`src/rtl/serial_adder_if.sv`:
```
// serial_adder_if: operand/result bundle for the bit-serial adder.
// Carries sub only when SERIAL_ADDER_SUB_EN is defined.
interface serial_adder_if #(
  parameter int WIDTH = 8
) ();
  logic             start;
  logic [WIDTH-1:0] a;
  logic [WIDTH-1:0] b;
`ifdef SERIAL_ADDER_SUB_EN
  logic             sub;
`endif
  logic             busy;
  logic             done;
  logic [WIDTH-1:0] sum;
  logic             carry_out;

`ifdef SERIAL_ADDER_SUB_EN
  modport master (
    output start, a, b, sub,
    input  busy, done, sum, carry_out
  );
  modport slave (
    input  start, a, b, sub,
    output busy, done, sum, carry_out
  );
`else
  modport master (
    output start, a, b,
    input  busy, done, sum, carry_out
  );
  modport slave (
    input  start, a, b,
    output busy, done, sum, carry_out
  );
`endif
endinterface

```
`src/rtl/serial_adder.sv`:
```
// serial_adder: one full-adder cell plus carry flop, LSB first.
// Optional subtract mode via SERIAL_ADDER_SUB_EN (adds bus.sub).
module serial_adder #(
  parameter int WIDTH = 8
) (
  input  logic          clk,
  input  logic          rst_n,
  serial_adder_if.slave bus
);
  localparam int CW = $clog2(WIDTH + 1);

  typedef enum logic {
    IDLE,
    SHIFT
  } state_t;

  state_t           state_q, state_d;
  logic [WIDTH-1:0] a_sr_q, a_sr_d;
  logic [WIDTH-1:0] b_sr_q, b_sr_d;
  logic [WIDTH-1:0] s_sr_q, s_sr_d;
  logic [WIDTH-1:0] sum_q, sum_d;
  logic [CW-1:0]    cnt_q, cnt_d;
  logic             carry_q, carry_d;
  logic             cout_q, cout_d;
  logic             done_q, done_d;
  logic             sub_q, sub_d;

  logic             start_sub;
  logic             b_bit;
  logic             fa_s;
  logic             fa_c;
  logic [WIDTH:0]   s_ext;

`ifdef SERIAL_ADDER_SUB_EN
  assign start_sub = bus.sub;
`else
  assign start_sub = 1'b0;
`endif

  // single full-adder cell; subtract inverts b and seeds carry with 1
  always_comb begin
    b_bit = b_sr_q[0] ^ sub_q;
    fa_s  = a_sr_q[0] ^ b_bit ^ carry_q;
    fa_c  = (a_sr_q[0] & b_bit)
          | (carry_q & (a_sr_q[0] ^ b_bit));
    s_ext = {fa_s, s_sr_q};
  end

  // next-state: load on accepted start, shift one bit per SHIFT cycle
  always_comb begin
    state_d = state_q;
    a_sr_d  = a_sr_q;
    b_sr_d  = b_sr_q;
    s_sr_d  = s_sr_q;
    sum_d   = sum_q;
    cnt_d   = cnt_q;
    carry_d = carry_q;
    cout_d  = cout_q;
    sub_d   = sub_q;
    done_d  = 1'b0;
    unique case (state_q)
      IDLE: begin
        if (bus.start) begin
          a_sr_d  = bus.a;
          b_sr_d  = bus.b;
          s_sr_d  = '0;
          sub_d   = start_sub;
          carry_d = start_sub;
          cnt_d   = CW'(WIDTH);
          state_d = SHIFT;
        end
      end
      SHIFT: begin
        s_sr_d  = s_ext[WIDTH:1];
        a_sr_d  = a_sr_q >> 1;
        b_sr_d  = b_sr_q >> 1;
        carry_d = fa_c;
        cnt_d   = cnt_q - CW'(1);
        if (cnt_q == CW'(1)) begin
          state_d = IDLE;
          done_d  = 1'b1;
          sum_d   = s_ext[WIDTH:1];
          cout_d  = fa_c ^ sub_q;
        end
      end
    endcase
  end

  // state and datapath registers; reset abandons any operation
  always_ff @(posedge clk or negedge rst_n) begin
    if (!rst_n) begin
      state_q <= IDLE;
      a_sr_q  <= '0;
      b_sr_q  <= '0;
      s_sr_q  <= '0;
      sum_q   <= '0;
      cnt_q   <= '0;
      carry_q <= 1'b0;
      cout_q  <= 1'b0;
      done_q  <= 1'b0;
      sub_q   <= 1'b0;
    end else begin
      state_q <= state_d;
      a_sr_q  <= a_sr_d;
      b_sr_q  <= b_sr_d;
      s_sr_q  <= s_sr_d;
      sum_q   <= sum_d;
      cnt_q   <= cnt_d;
      carry_q <= carry_d;
      cout_q  <= cout_d;
      done_q  <= done_d;
      sub_q   <= sub_d;
    end
  end

  assign bus.busy      = (state_q == SHIFT);
  assign bus.done      = done_q;
  assign bus.sum       = sum_q;
  assign bus.carry_out = cout_q;
endmodule

```
`src/flat_wrapper.sv`:
```
// flat-port wrapper written by rule: the top's interface ports become plain ports
module serial_adder_flat 
#(
  parameter int WIDTH = 8
)
  (clk, rst_n, bus_start, bus_a, bus_b, bus_busy, bus_done, bus_sum, bus_carry_out);
  serial_adder_if #(.WIDTH(WIDTH)) bus_i ();
  input  logic clk;
  input  logic rst_n;
  input wire logic [$bits(bus_i.start)-1:0] bus_start;
  input wire logic [$bits(bus_i.a)-1:0] bus_a;
  input wire logic [$bits(bus_i.b)-1:0] bus_b;
  output wire logic [$bits(bus_i.busy)-1:0] bus_busy;
  output wire logic [$bits(bus_i.done)-1:0] bus_done;
  output wire logic [$bits(bus_i.sum)-1:0] bus_sum;
  output wire logic [$bits(bus_i.carry_out)-1:0] bus_carry_out;
  assign bus_i.start = bus_start;
  assign bus_i.a = bus_a;
  assign bus_i.b = bus_b;
  assign bus_busy = bus_i.busy;
  assign bus_done = bus_i.done;
  assign bus_sum = bus_i.sum;
  assign bus_carry_out = bus_i.carry_out;
  serial_adder #(.WIDTH(WIDTH)) u_core (.clk(clk), .rst_n(rst_n), .bus(bus_i));
endmodule
```
`config.mk`:
```
export PLATFORM = sky130hd
export DESIGN_NAME = serial_adder_flat
export DESIGN_NICKNAME = d
export VERILOG_FILES = /design/src/rtl/serial_adder_if.sv /design/src/rtl/serial_adder.sv /design/src/flat_wrapper.sv
export SDC_FILE = /design/constraint.sdc
export NUM_CORES = 1
export LEC_CHECK = 0
export BUFFER_PORTS_ARGS = -buffer_cell sky130_fd_sc_hd__buf_2
export CORE_MARGIN = 8
export CORE_UTILIZATION = 42
export DETAILED_ROUTE_END_ITERATION = 10
export GPL_TIMING_DRIVEN = 0
export SYNTH_ARGS = -nofsm -noshare
export SYNTH_HDL_FRONTEND = slang
export SYNTH_SLANG_ARGS = --single-unit
```
`constraint.sdc`:
```
create_clock -name clk -period 1.9 [get_ports clk]
set_clock_uncertainty 0.1 [all_clocks]
set_input_delay 0.285 -clock clk [delete_from_list [all_inputs] [get_ports clk]]
set_output_delay 0.285 -clock clk [all_outputs]
set_load 0.01 [all_outputs]
```
==> impl_metrics.yaml <==
outcome:
  outcome: "complete, but fails checks"
  violations: "negative hold slack"
global_routing:
  antenna_found_initial: 0
  grt_start_max_net_pins: 40
  overflow: 0
  grt_pass1_wl_um: 5550
  grt_use_total_pct: 11.3
  grt_pass1_vias: 1189
synthesis:
  ys_seq_area_share_pct: 58.0
  ys_top_cells_by_count: "dfrtp_1, nand2_1, o21ai_0"
  syn_avg_cell_area_um2: 12.5
  ys_warn_count: 0
  synth_top_cell_by_area: "dfrtp_1"
  synth.top_cell.area_share_pct: 58.0
  synthCells: 134
  synthFlopType: "dfrtp_1"
  syn-cell-area_um2: 1680
  synth-async-reset-ratio_pct: 100
  synth_edf_count: 0
  syn_nets: 156
  yosysMostFrequentCell: "dfrtp_1"
  netlist_top_cells_area: "dfrtp_1, mux2i_1, mux2_4, o21ai_0, nand2_1"
  synth-seq-cells: 39
  ys_types: 24
timing:
  period_minus_slack_ns: 1.60
  tns_ns: 0
  fmax_mhz: 626
  final-setup-viol-count: 0
  slew_headroom_pct: 44.1
  period_share_pct: 84.1
  finalHoldViolCount: 11
  rsz0062_at_grt: "false"
  worst_pin_slew_ns: 0.838
  hold_slack_ns: -0.00449
  slew_viol_final: 0
layout:
  fillers: 363
  syn_to_final_growth_pct: 19.3
  fin_area_um2: 2010
  antenna_cells: 0
  drive_gt1_share_pct: 31.6
  finish.net_count: 192
critical_path:
  cpPeakStageDelay_ns: 0.41
  slowest_stage: "dfrtp_1"
  reg2reg_from: "u_core.cnt_q[1]"
  required_ns: 1.97
  cp-end-kind: "flip-flop"
  start_kind: "flip-flop"
  r2r-end: "u_core.bus.sum[2]"
  ff2ff_setup_slack_ns: 0.30
  cp-startpoint: "u_core.cnt_q[1]"
  worstPathMaxFanout: 10
  cp.arrival_ns: 1.67
  r2r_cells: 5
  crit_type: "flip-flop to flip-flop"
  endpoint: "u_core.bus.sum[2]"
  path_cells: "inv_1, ha_1, and4bb_4, buf_6, mux2_4"
clock_tree:
  cts-root-buf: "clkbuf_8"
  postCtsSetupRepairBufs: 0
  cts_buffers: 5
  cts_sinks: 39
  cts-resized-gates: 0
  holdBufCountCts: 0
  cts_tree: "done"
  clk_pin_slew_ns: 0.08
  clock_latency_ns: 0.29
  cts_max_level: 2
  clk_path_buf_depth: 2
floorplan:
  start_util_pct: 43.0
  die_height_um: 79.3
  io_pins: 30
  core_um2: 3910
  die_w_um: 79.3
  dieArea_um2: 6280
  rows: 23
power_and_ir_drop:
  power.leakage_nw: 1.01
  vdd_drop_max_uv: 735
  power.density_nw_per_um2: 1550
run:
  cap_violations: 0
place:
  portBuffers: 29
  gp_congestion: 0.708
  dp_hpwl_um: 2350
  placed_cell_area_um2: 1890
detailed_routing:
  num_vias: 1110
  drc: 0
  final_antenna_net_count: 0
  drtPass1Iterations: 4
  totalWireLength_um: 3210
  wire_per_inst_um: 14.5
  first_iter_violations: 44
  routed_via_density: 5.02
min_path:
  hp-class: "input pin to async pin"
[placed cells by master (no fill, tap or decap), types with 2 or more instances in the layout]
cell type,count
a22o_1,7
mux2i_1,16
ha_1,2
o21ai_0,17
buf_2,34
dfrtp_1,39
nand2_1,17
mux2_4,8
nand2b_1,3
inv_1,3
clkbuf_8,6
nor2_1,4
[registers in the layout, indices dropped and copies added, names as in the netlist]
signal,cells
u_core.bus.carry_out,1
u_core.bus.done,1
u_core.carry_q,1
u_core.cnt_q,4
u_core.bus.busy,1
u_core.bus.sum,8
u_core.b_sr_q,8
u_core.a_sr_q,8
u_core.s_sr_q,7
[critical path: cells and delay by family (launching register included)]
family                   cells  cell delay, ns
adder cells (fa/ha/maj)      1            0.15
buffers and inverters        2            0.27
flip-flops                   1            0.41
multiplexers                 1            0.31
AND/OR/NAND/NOR              1            0.25
[power breakdown]
part / total [mW] / internal, mW / switching (mW)
Clock: 0.708 / 0.425 / 0.283
Sequential: 1.38 / 1.15 / 0.222
Combinational: 1.03 / 0.537 / 0.495
Total: 3.11 / 2.12 / 0.999
[layer usage]
| layer | track usage [%] | share of wire (%) | wire length (um) | vias to the layer above |
|---|---|---|---|---|
| met3 | 5.19 | 7.0 | 224 | 3 |
| met1 | 13.3 | 46 | 1460 | 543 |
| met5 | 0 | 0 | 0 | - |
| li1 | - | - | - | 535 |
| met4 | 2.78 | 0.75 | 24 | 0 |
| met2 | 18.2 | 47 | 1500 | 29 |
[logic make-up after synthesis]
logic type	count (synthesis)	synth area share (%)
compound gates	27	9.97
xor+xnor	1	0.521
fa+ha+maj	3	2.68
buf+inv	11	3.50
flops	39	58.0
mux	25	17.3
simple gates	28	7.96
[cell type report]
class / instances / area (um2) / share of cell area, %
clock buffers: 6 / 82.6 / 4.11
flip-flops and latches: 39 / 976 / 48.6
well taps: 50 / 62.6 / 3.12
multi-input cells: 84 / 647 / 32.2
repair buffers: 29 / 145 / 7.23
inverters: 3 / 11.3 / 0.561
clock inverters: 2 / 35.0 / 1.75
plain buffers: 8 / 47.5 / 2.37
[metrics by stage]
step	std cells	util (%)	worst slack (ns)	hold WS [ns]	total power, mW
floorplan	134	-	0.416	-0.111	2.10
global placement	213	48.3	0.358	0.334	2.39
detailed placement	213	48.3	0.295	0.338	2.45
CTS	221	51.3	0.286	0.0244	3.17
global route	221	51.3	0.241	0.0675	3.35
finish	221	51.3	0.302	-0.00449	3.11
[how the worst min path moves through the flow]
stage / from / to / slack, ns / depth (start not counted)
6_report: rst_n / u_core.s_sr_q[2] / -0.004 / 1
2_1_floorplan: rst_n / u_core.a_sr_q[0] / -0.11 / 0
3_5_place_dp: rst_n / u_core.bus.sum[2] / 0.34 / 1
4_1_cts: rst_n / u_core.s_sr_q[2] / 0.02 / 1
3_3_place_gp: rst_n / u_core.bus.sum[3] / 0.33 / 1
5_1_grt: rst_n / u_core.bus.carry_out / 0.07 / 1
Note: power is estimated with default switching activity, not from simulation.
